==> src/rtl/apb_pkg.sv <==
// Shared types and constants for the parametrised APB master bridge.
package apb_pkg;

  typedef enum logic [1:0] {
    StIdle,
    StSetup,
    StAccess
  } state_e;

  localparam logic [1:0] RSP_OK      = 2'd0;
  localparam logic [1:0] RSP_SLVERR  = 2'd1;
  localparam logic [1:0] RSP_DECERR  = 2'd2;
  localparam logic [1:0] RSP_TIMEOUT = 2'd3;

  // Width of the slave-select field; a single slave still needs one bit.
  function automatic int unsigned sel_w(input int unsigned n);
    return (n <= 1) ? 32'd1 : $clog2(n);
  endfunction

endpackage

==> src/rtl/apb_addr_decoder.sv <==
// Combinational slave decoder: extracts the select field and flags out-of-range indices.
module apb_addr_decoder
  import apb_pkg::*;
#(
  parameter int unsigned ADDR_W  = 32,
  parameter int unsigned NUM_SLV = 4,
  parameter int unsigned SEL_LSB = 12,
  localparam int unsigned SelW   = sel_w(NUM_SLV)
) (
  input  logic [ADDR_W-1:0]  addr_i,
  output logic [SelW-1:0]    idx_o,
  output logic [NUM_SLV-1:0] sel_o,
  output logic               valid_o
);

  // Only the select field matters; fold the rest so it is not reported as unused.
  logic unused_addr;
  assign unused_addr = ^addr_i;

  assign idx_o   = addr_i[SEL_LSB +: SelW];
  assign valid_o = (32'(idx_o) < NUM_SLV);

  always_comb begin
    sel_o = '0;
    for (int unsigned i = 0; i < NUM_SLV; i++) begin
      sel_o[i] = valid_o && (idx_o == SelW'(i));
    end
  end

endmodule

==> src/rtl/apb_bridge_n.sv <==
// APB master bridge: one request at a time, SETUP/ACCESS sequencing to NUM_SLV slaves,
// single-cycle response carrying read data, slave error, decode error or timeout.
module apb_bridge_n
  import apb_pkg::*;
#(
  parameter int unsigned ADDR_W  = 32,
  parameter int unsigned DATA_W  = 32,
  parameter int unsigned NUM_SLV = 4,
  parameter int unsigned SEL_LSB = 12,
  parameter int unsigned TIMEOUT = 16
) (
  input  logic                      PCLK,
  input  logic                      PRESETn,
  input  logic                      req_valid,
  output logic                      req_ready,
  input  logic                      req_write,
  input  logic [ADDR_W-1:0]         req_addr,
  input  logic [DATA_W-1:0]         req_wdata,
  output logic                      rsp_valid,
  output logic [DATA_W-1:0]         rsp_rdata,
  output logic                      rsp_err,
  output logic [1:0]                rsp_code,
  output logic [ADDR_W-1:0]         PADDR,
  output logic [NUM_SLV-1:0]        PSEL,
  output logic                      PENABLE,
  output logic                      PWRITE,
  output logic [DATA_W-1:0]         PWDATA,
  input  logic [NUM_SLV*DATA_W-1:0] PRDATA,
  input  logic [NUM_SLV-1:0]        PREADY,
  input  logic [NUM_SLV-1:0]        PSLVERR
);

  localparam int unsigned SelW = sel_w(NUM_SLV);
  localparam int unsigned CntW = $clog2(TIMEOUT + 1);

  state_e              state_q, state_d;
  logic [SelW-1:0]     idx_q, idx_d;
  logic [CntW-1:0]     cnt_q, cnt_d;
  logic                req_ready_q, req_ready_d;
  logic                rsp_valid_q, rsp_valid_d;
  logic [DATA_W-1:0]   rsp_rdata_q, rsp_rdata_d;
  logic [1:0]          rsp_code_q, rsp_code_d;
  logic                rsp_err_q, rsp_err_d;
  logic [ADDR_W-1:0]   paddr_q, paddr_d;
  logic [NUM_SLV-1:0]  psel_q, psel_d;
  logic                penable_q, penable_d;
  logic                pwrite_q, pwrite_d;
  logic [DATA_W-1:0]   pwdata_q, pwdata_d;

  logic [SelW-1:0]     dec_idx;
  logic [NUM_SLV-1:0]  dec_sel;
  logic                dec_valid;
  logic [DATA_W-1:0]   sel_rdata;
  logic                sel_ready;
  logic                sel_err;

  apb_addr_decoder #(
    .ADDR_W  (ADDR_W),
    .NUM_SLV (NUM_SLV),
    .SEL_LSB (SEL_LSB)
  ) u_dec (
    .addr_i  (req_addr),
    .idx_o   (dec_idx),
    .sel_o   (dec_sel),
    .valid_o (dec_valid)
  );

  // psel_q is one-hot during a transfer, so masking picks the active slave's handshake.
  assign sel_ready = |(PREADY & psel_q);
  assign sel_err   = |(PSLVERR & psel_q);

  always_comb begin
    sel_rdata = '0;
    for (int unsigned i = 0; i < NUM_SLV; i++) begin
      if (idx_q == SelW'(i)) sel_rdata = PRDATA[i*DATA_W +: DATA_W];
    end
  end

  always_comb begin
    state_d     = state_q;
    idx_d       = idx_q;
    cnt_d       = cnt_q;
    req_ready_d = req_ready_q;
    rsp_valid_d = 1'b0;
    rsp_rdata_d = '0;
    rsp_code_d  = RSP_OK;
    paddr_d     = paddr_q;
    psel_d      = psel_q;
    penable_d   = penable_q;
    pwrite_d    = pwrite_q;
    pwdata_d    = pwdata_q;

    unique case (state_q)
      StIdle: begin
        if (req_valid) begin
          paddr_d  = req_addr;
          pwrite_d = req_write;
          pwdata_d = req_wdata;
          if (dec_valid) begin
            idx_d       = dec_idx;
            psel_d      = dec_sel;
            req_ready_d = 1'b0;
            state_d     = StSetup;
          end else begin
            rsp_valid_d = 1'b1;
            rsp_code_d  = RSP_DECERR;
          end
        end
      end
      StSetup: begin
        penable_d = 1'b1;
        cnt_d     = '0;
        state_d   = StAccess;
      end
      StAccess: begin
        if (sel_ready || (cnt_q == CntW'(TIMEOUT - 1))) begin
          psel_d      = '0;
          penable_d   = 1'b0;
          req_ready_d = 1'b1;
          rsp_valid_d = 1'b1;
          state_d     = StIdle;
          if (!sel_ready) begin
            rsp_code_d = RSP_TIMEOUT;
          end else if (sel_err) begin
            rsp_code_d = RSP_SLVERR;
          end else if (!pwrite_q) begin
            rsp_rdata_d = sel_rdata;
          end
        end else begin
          cnt_d = cnt_q + CntW'(1);
        end
      end
      default: state_d = StIdle;
    endcase

    rsp_err_d = (rsp_code_d != RSP_OK);
  end

  always_ff @(posedge PCLK or negedge PRESETn) begin
    if (!PRESETn) begin
      state_q     <= StIdle;
      idx_q       <= '0;
      cnt_q       <= '0;
      req_ready_q <= 1'b1;
      rsp_valid_q <= 1'b0;
      rsp_rdata_q <= '0;
      rsp_code_q  <= RSP_OK;
      rsp_err_q   <= 1'b0;
      paddr_q     <= '0;
      psel_q      <= '0;
      penable_q   <= 1'b0;
      pwrite_q    <= 1'b0;
      pwdata_q    <= '0;
    end else begin
      state_q     <= state_d;
      idx_q       <= idx_d;
      cnt_q       <= cnt_d;
      req_ready_q <= req_ready_d;
      rsp_valid_q <= rsp_valid_d;
      rsp_rdata_q <= rsp_rdata_d;
      rsp_code_q  <= rsp_code_d;
      rsp_err_q   <= rsp_err_d;
      paddr_q     <= paddr_d;
      psel_q      <= psel_d;
      penable_q   <= penable_d;
      pwrite_q    <= pwrite_d;
      pwdata_q    <= pwdata_d;
    end
  end

  assign req_ready = req_ready_q;
  assign rsp_valid = rsp_valid_q;
  assign rsp_rdata = rsp_rdata_q;
  assign rsp_code  = rsp_code_q;
  assign rsp_err   = rsp_err_q;
  assign PADDR     = paddr_q;
  assign PSEL      = psel_q;
  assign PENABLE   = penable_q;
  assign PWRITE    = pwrite_q;
  assign PWDATA    = pwdata_q;

endmodule
==> config.mk <==
export PLATFORM = sky130hd
export DESIGN_NAME = apb_bridge_n
export DESIGN_NICKNAME = d
export VERILOG_FILES = /design/src/rtl/apb_pkg.sv /design/src/rtl/apb_addr_decoder.sv /design/src/rtl/apb_bridge_n.sv
export SDC_FILE = /design/constraint.sdc
export NUM_CORES = 1
export LEC_CHECK = 0
export CAP_MARGIN = 5
export CORE_MARGIN = 4
export CORE_UTILIZATION = 40
export CTS_BUF_LIST = sky130_fd_sc_hd__clkbuf_8 sky130_fd_sc_hd__clkbuf_16
export DETAILED_ROUTE_END_ITERATION = 10
export PLACE_DENSITY_LB_ADDON = 0.1
export SLEW_MARGIN = 20
export SYNTH_ARGS = -nofsm -noshare
export SYNTH_HDL_FRONTEND = slang
export SYNTH_SLANG_ARGS = --single-unit
==> constraint.sdc <==
create_clock -name PCLK -period 5.5 [get_ports PCLK]
set_input_delay 0.55 -clock PCLK [delete_from_list [all_inputs] [get_ports PCLK]]
set_output_delay 0.55 -clock PCLK [all_outputs]
set_load 0.02 [all_outputs]
Yosys cells after proc, flatten, opt, wreduce, memory -nomap -nowiden --
Cells that the tools add are included.
Cells by class: bitwise logic cells 2, add/sub/neg operators 1, equal/unequal tests 12, muxes and demuxes 28, reduce and logical (&&, ||, !) cells 14
Operator list (count):
- $mux W32 | 9
- $eq A2 B2 Y1 const B | 5
- $mux W2 | 5
- $pmux W5 S2 | 1
- $and A4 B4 Y4 | 2
- $mux W4 | 2
- $pmux W4 S2 | 1
- $reduce_and A2 Y1 | 4
- $reduce_or A4 Y1 | 2
- $eq A2 B1 Y1 const B | 3
- $logic_not A2 Y1 | 3
- $mux W1 | 6
- $ne A2 B2 Y1 const B | 3
- $pmux W2 S3 | 1
- $reduce_bool A2 Y1 | 3
- $add A5 B1 Y5 const B | 1
- $eq A5 B4 Y1 const B | 1
- $mux W5 | 1
- $pmux W1 S2 | 2
- $reduce_and A3 Y1 | 1
- $logic_or A1 B1 Y1 | 1
Storage, ports and cells: output and inout port bits 107, register bits 116, word-level logic and storage cells 70, input port bits 204

Logic depth before layout (Yosys ltp) --
Gate-level depths: netlist of run 1.
depth after elaboration 10, gate-level depth with buffers 7

By module --
Synthesis of run 1 repeated with hierarchy kept, for this count alone.
Second synthesis, totals: cell total of the unflattened synthesis 472, area total of the unflattened synthesis 5412.7 µm²
By module, submodules not included:
- apb_bridge_n | times used 1, cells an instance 464, sequential area each 2904.0 µm², area each 5360.1 µm²
- apb_addr_decoder | times used 1, cells an instance 8, sequential area each 0.0 µm², area each 52.6 µm²

Least setup slack after synthesis of run 1 --
Ideal clock, no wire load.
path kind flip-flop to flip-flop, from register cnt_q[0], to register cnt_q[0], period minus slack after synthesis 1.846 ns, setup slack 3.654 ns, setup time 0.126 ns, path buffers 0, data required time 5.374 ns, data arrival time 1.720 ns, cell stages (with the launch flop) 7, cell sequence dfrtp_1 -> ha_1 -> and3_1 -> ha_1 -> nor3_2 -> a21oi_1 -> a221o_1
On the way: word-level cells in the longest chain between the ends 4
RTL lines:
- from (decl) | RTL line apb_bridge_n.sv:38 | logic [CntW-1:0] cnt_q, cnt_d;
- from (signal assigned) | RTL line apb_bridge_n.sv:157 | cnt_q <= cnt_d;
- parallel branches: the longest is 4 deep, another holds $add A5 B1 Y5
Parallel ways; which one is timed is not known. The select of a mux whose other input is x is not followed. A chain may end at the register's enable or synchronous reset.

Worst setup path after layout of run 1 --
from register state_q[0], to register psel_q[1], in the netlist PSEL[1]
On the way: word-level cells in the longest chain between the ends 3
RTL lines:
- from (decl) | RTL line apb_bridge_n.sv:36 | state_e state_q, state_d;
- from (signal assigned) | RTL line apb_bridge_n.sv:141 | state_q <= StIdle;
- from (signal assigned) | RTL line apb_bridge_n.sv:155 | state_q <= state_d;
- $eq A2 B2 Y1 or $logic_not A2 Y1 (tied branches) | RTL line apb_bridge_n.sv:93 | unique case (state_q)
- $ne A2 B2 Y1 (no source line) or $reduce_bool A2 Y1 (tied branches)
- $reduce_and A3 Y1 (no source line)
- to (signal assigned) | RTL line apb_bridge_n.sv:164 | psel_q <= psel_d;
- to (decl) | RTL line apb_bridge_n.sv:45 | logic [NUM_SLV-1:0] psel_q, psel_d;
Parallel ways exist; a longest one is shown, timed or not.

==> impl_results.md, run 1 <==
* Status: complete, no violations
* Final TNS setup at 0 ps
* Final setup vio count at 0
* Layout cell share with drive strength beyond 1 at 0.09278
* N_diodes at 0
* Internal at 2.797 mW
* Port bufs at 310
* Detailed Place HPWL at 13030 µm
* Slowest cell on crit path: clkinv_2
* Mapped cell area at 5039 µm²
* CP top delay family: buffers and inverters
* Die X-Extent at 120.2 µm
* Initial antenna violation count at 0
* Post-synthesis sequential area ratio at 0.5664
* Achievable frequency at 323.8 MHz
* Die area at 14460 µm²
* Drt first pass iters at 4
* Vias per std cell at 4.927
* CP cell instances: nor2_1, nand2_2, buf_4, clkinv_2, nor2_1, o2bb2ai_1
* H-tree Lvls at 4
* Tcrit/Tclk final at 0.5615
* Crit path max fanout at 68
* Worst ir drop on vdd at 0.0002924 V
* CTS tree: done
* Switch Pwr at 1.551 mW
* Post-synthesis async set-or-reset flop share at 1.000
* Comb power frac at 0.466
* Fillers at 889
* Maximum root-to-sink buffer count at 2
* Drt total wl at 16720 µm
* Worst path most repeated cell: nor2_1
* First-pass GRT wire length at 25870 µm
* 1st-iter DRT viols at 257
* Type of the most critical hold path: primary input to asynchronous set/reset pin
* Final Power at 4.349 mW
* Worst Setup SP: state_q[0]
* Fin nets at 970
* Switching portion of total power at 0.3567
* Synth Flop Type: dfrtp_1
* CP bufs+invs at 2
* Max Cap Violations at 0
* Syn avg cell area at 11.00 µm²
* Core area at 12160 µm²
* Final Hold Slack at 110.0 ps
* Post-Syn Instances at 458
* Ys Warns at 0
* Seq cells post-synth at 114
* EDFF count, synth at 0
* Design Area, Final at 8795 µm²
* Startpoint types: flip-flop
* Antenna-violating nets left at 0
* Crit Path Class: flip-flop to flip-flop
* Syn nets at 664
* DP Area at 8253 µm²
* Worst-Skew Late Latency at 400 ps
* Clock Sinks at 114
* Clock root buffer: clkbuf_16
* CTS buffer count at 17
* Gr usage total at 0.2326
* Setup bufs post-CTS at 0
* Placer congestion estimate at 0.8070
* Worst Path Required at 5810 ps
* Arr. time, crit path at 3400 ps
* Routed wire length per instance at 17.71 µm
* PostCTS Resize Cnt at 0
* Largest net degree at the start of global routing at 77
* Area Growth Syn to Fin at 74.55%
* Clock Skew at 7.784 ps
* Vias at 4651
* Pwr Density at 494.5 nW/µm²
* Number of global-route vias before repair at 5008
* Reg2reg start: state_q[0]
* Global route overflow at 0
* Max incr delay on CP at 930 ps
* Final Hold Fails at 0
* Initial Util at 0.4143
* Cell row count at 40
* Register share of total power at 0.309
* Clk slew on worst S/H paths at 50 ps
* Clk pwr share at 0.225
* Fin crit period at 3088 ps
* Leak at 3.937 nW
* Die Height at 120.2 µm
* IO Pins at 311
* Worst setup EP type: flip-flop
* DRC Markers at 0
* RSZ-0062 raised after global routing: false
* Slew @ Worst Pin at 929.7 ps
* Final max-slew violation count at 0
* Post-synthesis cell type count at 34
* Max-slew headroom at 0.3795
* Hold buffer count at cts at 0
-- cell type report --
cell class	count	area [µm²]	share of cell area
flip-flops and latches	114	2855	0.3247
inverters	6	23.77	0.002703
repair buffers	314	3131	0.3560
clock buffers	20	466.7	0.05307
multi-input cells	311	2034	0.2313
clock inverters	11	73.82	0.008394
well taps	168	210.2	0.02390
-- flip-flops by register name, indices dropped and copies added (netlist names) --
signal / cells
PWDATA: 32
rsp_rdata: 32
PADDR: 31
cnt_q: 5
PSEL: 4
rsp_code: 2
state_q: 2
PENABLE: 1
PWRITE: 1
idx_q: 1
req_ready: 1
rsp_err: 1
rsp_valid: 1
-- worst paths after layout --
check,to,slack [ps],depth (start not counted)
setup / recovery,PSEL[1],2410,6
hold / removal,PADDR[20],110,1
setup reg to reg,PSEL[1],2410,6
hold reg to reg,PADDR[15],470,2
max in group asynchronous,cnt_q[4],4060,2
min in group PCLK,PADDR[15],470,2
-- power groups by stage --
| stage | Combinational, mW | Sequential [mW] | Clock, mW |
|---|---|---|---|
| 6_report | 2.03 | 1.34 | 0.980 |
| 5_1_grt | 2.18 | 1.38 | 1.04 |
| 4_1_cts | 2.05 | 1.34 | 0.999 |
| 3_5_place_dp | 2.04 | 1.35 | 0 |
| 3_3_place_gp | 2.01 | 1.33 | 0 |
| 2_1_floorplan | 0.789 | 1.66 | 0 |
-- placed cells by master, fill, tap and decap left out, types with 2 or more instances in the layout --
cell / n
nand2_1: 198
o21a_1: 2
nand3_1: 5
o2bb2ai_1: 2
a32o_1: 3
nor4_1: 2
clkbuf_8: 3
ha_1: 2
nor2_1: 6
inv_1: 10
dfrtp_1: 112
a22oi_1: 4
o311ai_0: 2
buf_4: 5
and3_1: 3
a22o_4: 2
a21o_1: 2
clkbuf_16: 17
a21oi_1: 2
nor2b_1: 32
mux4_2: 32
clkinv_2: 6
clkdlybuf4s50_1: 309
-- cell families (layout without fill, tap and decap cells) --
family / after synthesis / in the layout / synth area share
muxes: 33 / 33 / 0.1450
and+or+nand+nor: 252 / 252 / 0.2113
DFF: 114 / 114 / 0.5664
AOI/OAI and AO/OA: 24 / 24 / 0.04197
adders and majority gates: 2 / 2 / 0.004966
buffers and inverters: 33 / 351 / 0.03029
-- cells in the mapped netlist, types with 3 or more instances --
library cell | instances | area, µm²
nor2_1 | 6 | 22.52
a32o_1 | 3 | 30.03
inv_1 | 6 | 22.52
nor2b_1 | 32 | 200.2
a22oi_1 | 4 | 30.03
buf_2 | 5 | 25.02
buf_6 | 3 | 33.78
and3_1 | 3 | 18.77
nand2_1 | 199 | 747.0
buf_1 | 5 | 18.77
nand3_1 | 5 | 25.02
dfrtp_1 | 113 | 2828
clkbuf_1 | 14 | 52.55
mux4_2 | 32 | 720.7
-- per-stage QoR --
| stage | utilization | std cells | setup slack (ps) |
|---|---|---|---|
| after global routing | 0.7231 | 944 | 2145 |
| after detailed placement | 0.6786 | 913 | 2548 |
| final | 0.7231 | 944 | 2412 |
| after CTS | 0.7230 | 944 | 2808 |
| after global placement | 0.6786 | 913 | 2621 |
| after floorplan | - | 458 | 3654 |
-- layer usage --
metal / track usage / share of wire / vias up
met5: 0 / 0 / -
met4: 0.08640 / 0.024 / 0
met3: 0.06595 / 0.076 / 23
met2: 0.4359 / 0.55 / 212
met1: 0.2472 / 0.35 / 2272
li1: - / - / 2144
Power figures use the tool's default switching activity.
==> run 2: changes to the inputs <==
--- a/config.mk
+++ b/config.mk
@@ -7,7 +7,7 @@
 export LEC_CHECK = 0
 export CAP_MARGIN = 5
 export CORE_MARGIN = 4
-export CORE_UTILIZATION = 40
+export CORE_UTILIZATION = 34
 export CTS_BUF_LIST = sky130_fd_sc_hd__clkbuf_8 sky130_fd_sc_hd__clkbuf_16
 export DETAILED_ROUTE_END_ITERATION = 10
 export PLACE_DENSITY_LB_ADDON = 0.1
==> constraint.sdc (replaced) <==
create_clock -name PCLK -period 2.8 [get_ports PCLK]
set_input_delay 0.28 -clock PCLK [delete_from_list [all_inputs] [get_ports PCLK]]
set_output_delay 0.28 -clock PCLK [all_outputs]
set_load 0.02 [all_outputs]
==> run 2 against run 1 <==
Net effect:
- worst setup slack got worse by 1800 ps
- cell area increased by 0.64%
- sequential power increased by 100%
- combinational power increased by 98%
- sequential cell count unchanged
- cell count increased by 2.0%
- sequential share of layout area decreased by 0.21 points
- critical path type unchanged
==> impl_results.md, run 2 (synthesized netlist as in run 1, its figures left out) <==
* Status: complete, no violations
* Worst setup EP type: flip-flop
* Max incr delay on CP at 420 ps (-510 ps)
* Clock Skew at 3.480 ps (-4.304 ps)
* Die area at 16830 µm² (+16%)
* Reg2Reg Setup Slack at 630 ps (-1780 ps)
* PostCTS Resize Cnt at 0 (unchanged)
* Gr usage total at 0.2119 (-0.02062)
* Die Height at 129.7 µm (+7.9%)
* Final TNS setup at 0 ps (unchanged)
* Cells after DPL at 931 (+2.0%)
* Maximum root-to-sink buffer count at 2 (unchanged)
* Drt first pass iters at 4 (unchanged)
* Number of global-route vias before repair at 4569 (-8.8%)
* Clk slew on worst S/H paths at 50 ps (about the same)
* CP top delay family: compound AO/OA/AOI/OAI gates
* Final Power at 8.562 mW (+97%)
* Slew @ Worst Pin at 722.9 ps (-206.8 ps)
* 1st-iter DRT viols at 229 (-11%)
* Initial Util at 0.3467 (-0.06762)
* Final max-slew violation count at 0 (unchanged)
* Area Growth Syn to Fin at 75.66%
* Detailed Place HPWL at 13890 µm (+6.6%)
* Slowest cell on crit path: dfrtp_1
* Design Area, Final at 8851 µm² (+0.64%)
* Cell row count at 44 (+10%)
* IO Pins at 311 (unchanged)
* Clock root buffer: clkbuf_16
* CTS buffer count at 17 (unchanged)
* Layout cell share with drive strength beyond 1 at 0.09640 (+0.003618)
* CTS tree: done
* DRC Markers at 0 (unchanged)
* Max-slew headroom at 0.5181 (+0.1386)
* Clock Sinks at 114 (unchanged)
* Crit path max fanout at 5 (-93%)
* First-pass GRT wire length at 26730 µm (+3.3%)
* Vias at 4556 (-2.0%)
* RSZ-0062 raised after global routing: false
* Vias per std cell at 4.731 (-4.0%)
* Commonest non-fill, non-tap cell in the layout: clkdlybuf4s50_1
* Leak at 3.947 nW (+0.25%)
* Antenna-violating nets left at 0 (unchanged)
* Drt total wl at 18200 µm (+8.9%)
* Largest net degree at the start of global routing at 68 (-12%)
* H-tree Lvls at 4 (unchanged)
* DP Area at 8325 µm² (+0.88%)
* Initial antenna violation count at 0 (unchanged)
* Setup bufs post-CTS at 0 (unchanged)
* Startpoint types: flip-flop
* Fin cells at 963 (+2.0%)
* CP bufs+invs at 0 (-2)
* Arr. time, crit path at 2450 ps (-950 ps)
* Crit Path Class: flip-flop to flip-flop
* Reg2reg start: cnt_q[0]
* FF/Latch Area at 2855 µm² (unchanged)
* Fillers at 1203 (+35%)
* Achievable frequency at 461.2 MHz (+42%)
* Final Hold Fails at 0 (unchanged)
* Pwr Density at 967.3 nW/µm² (+96%)
* Worst-Skew Late Latency at 410 ps (about the same)
* Max Cap Violations at 0 (unchanged)
* Routed wire length per instance at 18.90 µm (+6.7%)
* Worst ir drop on vdd at 0.0007481 V (+160%)
* Type of the most critical hold path: primary input to asynchronous set/reset pin
* Area of the multi-input gates at 2034 µm² (unchanged)
* Core area at 14530 µm² (+20%)
* Most frequent cells in the layout: clkdlybuf4s50_1 (309), nand2_1 (198), dfrtp_1 (112)
* Worst path most repeated cell: ha_1
* Reg-to-Reg End: cnt_q[0]
* Fin crit period at 2168 ps (-920.2 ps)
* Placer congestion estimate at 0.8395 (+4.0%)
* Final setup vio count at 0 (unchanged)
* Global route overflow at 0 (unchanged)
* Die X-Extent at 129.7 µm (+7.9%)
* Final Hold Slack at 361.1 ps (+251.1 ps)
* Worst Path Required at 3080 ps (-2730 ps)
* R2R cell count at 6 (unchanged)
* Tcrit/Tclk final at 0.7743 (+0.2128)
* Fin nets at 973 (+0.31%)
* Port bufs at 310 (unchanged)
* CP cell instances: ha_1, and3_1, ha_1, nor3_2, a21oi_1, a221o_1
## run 2: cell types whose count changed in the layout (fill, tap and decap cells not counted)
cell | previous run | this run
inv_2 | 0 | 1
inv_1 | 10 | 8
clkinv_2 | 6 | 7
buf_4 | 5 | 4
diode_2 | 0 | 1
buf_12 | 0 | 3
bufinv_16 | 1 | 0
dlygate4sd3_1 | 0 | 1
## run 2: metal layers
| metal | global-route usage | wire, µm | vias up |
|---|---|---|---|
| li1 | - | - | 2150 |
| met4 | 0.08068 | 378 | 0 |
| met3 | 0.07450 | 1785 | 24 |
| met1 | 0.2403 | 6620 | 2181 |
| met2 | 0.3685 | 9420 | 201 |
| met5 | 0 | 0 | - |
## run 2: repair_timing
item | 4_1_cts | 5_1_grt
hold buffers | 1 | 0
setup endpoints to repair | 0 | 0
endpoints found under the hold margin | 30 | 0
## run 2: worst max-delay path by stage
stage                         from  cells past startpoint       end
final                     cnt_q[0]                      6  cnt_q[0]
after global placement    cnt_q[0]                      7   PSEL[3]
after detailed placement  cnt_q[0]                      7   PSEL[3]
after global routing      cnt_q[0]                      7   PSEL[3]
after CTS                 cnt_q[0]                      7   PSEL[3]
after floorplan           cnt_q[0]                      6  cnt_q[0]
## run 2: layout make-up
type	count	area share
antenna	1	0.0002827
clock buffer	20	0.05273
clock inverter	10	0.005230
inverter	6	0.002545
multi-input combinational	311	0.2299
sequential	114	0.3226
tap	184	0.02601
timing repair buffer	317	0.3608
## run 2: report_power, final
group	internal [mW]	switching (mW)	leakage, nW
combinational	2.03	1.98	2.20
clock	1.16	0.701	0.274
sequential	2.24	0.440	1.47
total	5.44	3.12	3.95
## run 2: metrics by stage
| step | util | worst slack [ps] |
|---|---|---|
| after floorplan | - | 954.1 |
| after global placement | 0.5728 | 832.8 |
| after detailed placement | 0.5728 | 687.6 |
| after CTS | 0.6088 | 665.7 |
| after global routing | 0.6088 | 479.0 |
| final | 0.6090 | 631.8 |
==> run 3: changes to the inputs <==
==> constraint.sdc (replaced) <==
create_clock -name PCLK -period 1.8 [get_ports PCLK]
set_input_delay 0.18 -clock PCLK [delete_from_list [all_inputs] [get_ports PCLK]]
set_output_delay 0.18 -clock PCLK [all_outputs]
set_load 0.02 [all_outputs]
==> run 3 against run 2 <==
Net effect:
- sequential share of layout area down 1.4 points
- clock power is 100% higher
- clock skew increased by 3.5 ps
- non-clock buffer count up 15
- sequential power rose by 51%
- fmax rose by 24%
- total power up 72%
- critical path depth shrank 2
- sequential cell count unchanged
- core utilization grew 2.8 points
- via count rose by 2.5%
- combinational power increased by 70%
- largest power group unchanged
==> impl_results.md, run 3 (synthesized netlist as in run 1, its figures left out) <==
* Area Growth Syn to Fin at 83.71%
* Drt first pass iters at 6 (+2)
* Final Hold Fails at 0 (unchanged)
* Arr. time, crit path at 2070 ps (-380 ps)
* Worst Slack Setup Final at 55.13 ps (-576.7 ps)
* Clock root buffer: clkbuf_16
* Max Cap Violations at 0 (unchanged)
* Placer congestion estimate at 0.9049 (+7.8%)
* Die area at 16830 µm² (unchanged)
* Achievable frequency at 573.1 MHz (+24%)
* Tcrit/Tclk final at 0.9694 (+0.1950)
* Vias per std cell at 4.758 (+0.58%)
* First-pass GRT wire length at 27680 µm (+3.6%)
* Layout cell share with drive strength beyond 1 at 0.1292 (+0.03283)
* Final Hold Slack at 296.4 ps (-64.68 ps)
* Final setup vio count at 0 (unchanged)
* Cells after DPL at 945 (+1.5%)
* Initial Util at 0.3467 (unchanged)
* Final TNS setup at 0 ps (unchanged)
* CTS tree: done
* H-tree Lvls at 4 (unchanged)
* Clock Skew at 6.966 ps (+3.487 ps)
* Worst ir drop on vdd at 0.0008792 V (+18%)
* Crit Path Class: flip-flop to flip-flop
* CTS buffer count at 17 (unchanged)
* Max-slew headroom at 0.6911 (+0.1730)
* RSZ-0062 raised after global routing: true
* Detailed Place HPWL at 14090 µm (+1.4%)
* Number of global-route vias before repair at 5038 (+10%)
* Vias at 4668 (+2.5%)
* Initial antenna violation count at 0 (unchanged)
* Routed wire length per instance at 19.06 µm (+0.82%)
* Fin crit period at 1745 ps (-423.3 ps)
* Commonest non-fill, non-tap cell in the layout: clkdlybuf4s50_1
* Core area at 14530 µm² (unchanged)
* N_diodes at 0 (-1)
* Die X-Extent at 129.7 µm (unchanged)
* Worst-Skew Late Latency at 410 ps (about the same)
* Drt total wl at 18700 µm (+2.7%)
* Worst Path Required at 2130 ps (-950 ps)
* IO Pins at 311 (unchanged)
* Final max-slew violation count at 0 (unchanged)
* Antenna-violating nets left at 0 (unchanged)
* DP Area at 8493 µm² (+2.0%)
* Slew @ Worst Pin at 463.4 ps (-259.5 ps)
* Fin nets at 990 (+1.7%)
* Port bufs at 310 (unchanged)
* Type of the most critical hold path: primary input to asynchronous set/reset pin
* Pwr Density at 1587 nW/µm² (+64%)
* Clock Sinks at 114 (unchanged)
* DRC Markers at 0 (unchanged)
* Clk slew on worst S/H paths at 50 ps (about the same)
* 1st-iter DRT viols at 209 (-8.7%)
* Largest net degree at the start of global routing at 67 (-1.5%)
* Maximum root-to-sink buffer count at 2 (unchanged)
* Cell row count at 44 (unchanged)
* Status: complete, no violations
* Fin cells at 981 (+1.9%)
* Leak at 4.143 nW (+5.0%)
* Die Height at 129.7 µm (unchanged)
* Gr usage total at 0.2164 (+0.004429)
* Most frequent cells in the layout: clkdlybuf4s50_1 (304), nand2_1 (197), dfrtp_1 (111)
* Placement Setup Slack at -160.3 ps (-847.9 ps)
* Startpoint types: flip-flop
* Design Area, Final at 9256 µm² (+4.6%)
* Global route overflow at 0 (unchanged)
* Crit path max fanout at 16 (+11)
* Worst setup EP type: flip-flop
run 3: area by class of cell:
type / instances / area, µm²
Fill cell: 1189 / 5278
Timing Repair Buffer: 332 / 3369
Sequential cell: 114 / 2856
Multi-Input combinational cell: 313 / 2101
Clock buffer: 20 / 466.7
Tap cell: 184 / 230.2
Clock inverter: 12 / 210.2
Inverter: 6 / 22.52
run 3: timing repair:
action	CTS	global route
gates resized for setup	10	9
hold buffers	1	0
gates cloned	0	2
pin swaps	1	3
endpoints found under the hold margin	29	0
setup endpoints to repair	8	36
buffers inserted	0	1
run 3: final timing paths:
check                           cells past startpoint  slack (ps)             to           from
worst max-delay path                                4          60  rsp_rdata[15]        PSEL[3]
worst min-delay path                                2         300  rsp_rdata[20]        PRESETn
worst max register to register                      4          60  rsp_rdata[15]        PSEL[3]
worst min register to register                      2         470      PADDR[21]      PADDR[21]
max in group asynchronous                           3         920      req_ready        PRESETn
min in group PCLK                                   3         300     PWDATA[25]  req_wdata[25]
run 3: critical path, stage by stage (launching register included):
cell	delay, ps
dfrtp_1	440
a22oi_1	210
nand2_2	150
or4_4	700
nor2b_1	160
run 3: where the power goes:
| group | internal, mW | switching, mW | total, mW |
|---|---|---|---|
| Combinational | 3.42 | 3.41 | 6.83 |
| Clock | 2.69 | 1.12 | 3.81 |
| Sequential | 3.49 | 0.558 | 4.05 |
| Total | 9.60 | 5.09 | 14.7 |
run 3: per-layer routing:
metal	wire length, µm	track usage
met2	9781	0.3816
met1	6996	0.2503
met3	1600	0.06549
met4	317	0.07579
met5	0	0
run 3: per-stage QoR:
| stage | power [mW] | utilization |
|---|---|---|
| after floorplan | 7.495 | - |
| after global placement | 10.72 | 0.5844 |
| after detailed placement | 10.82 | 0.5844 |
| after CTS | 14.73 | 0.6332 |
| after global routing | 15.56 | 0.6369 |
| final | 14.69 | 0.6369 |
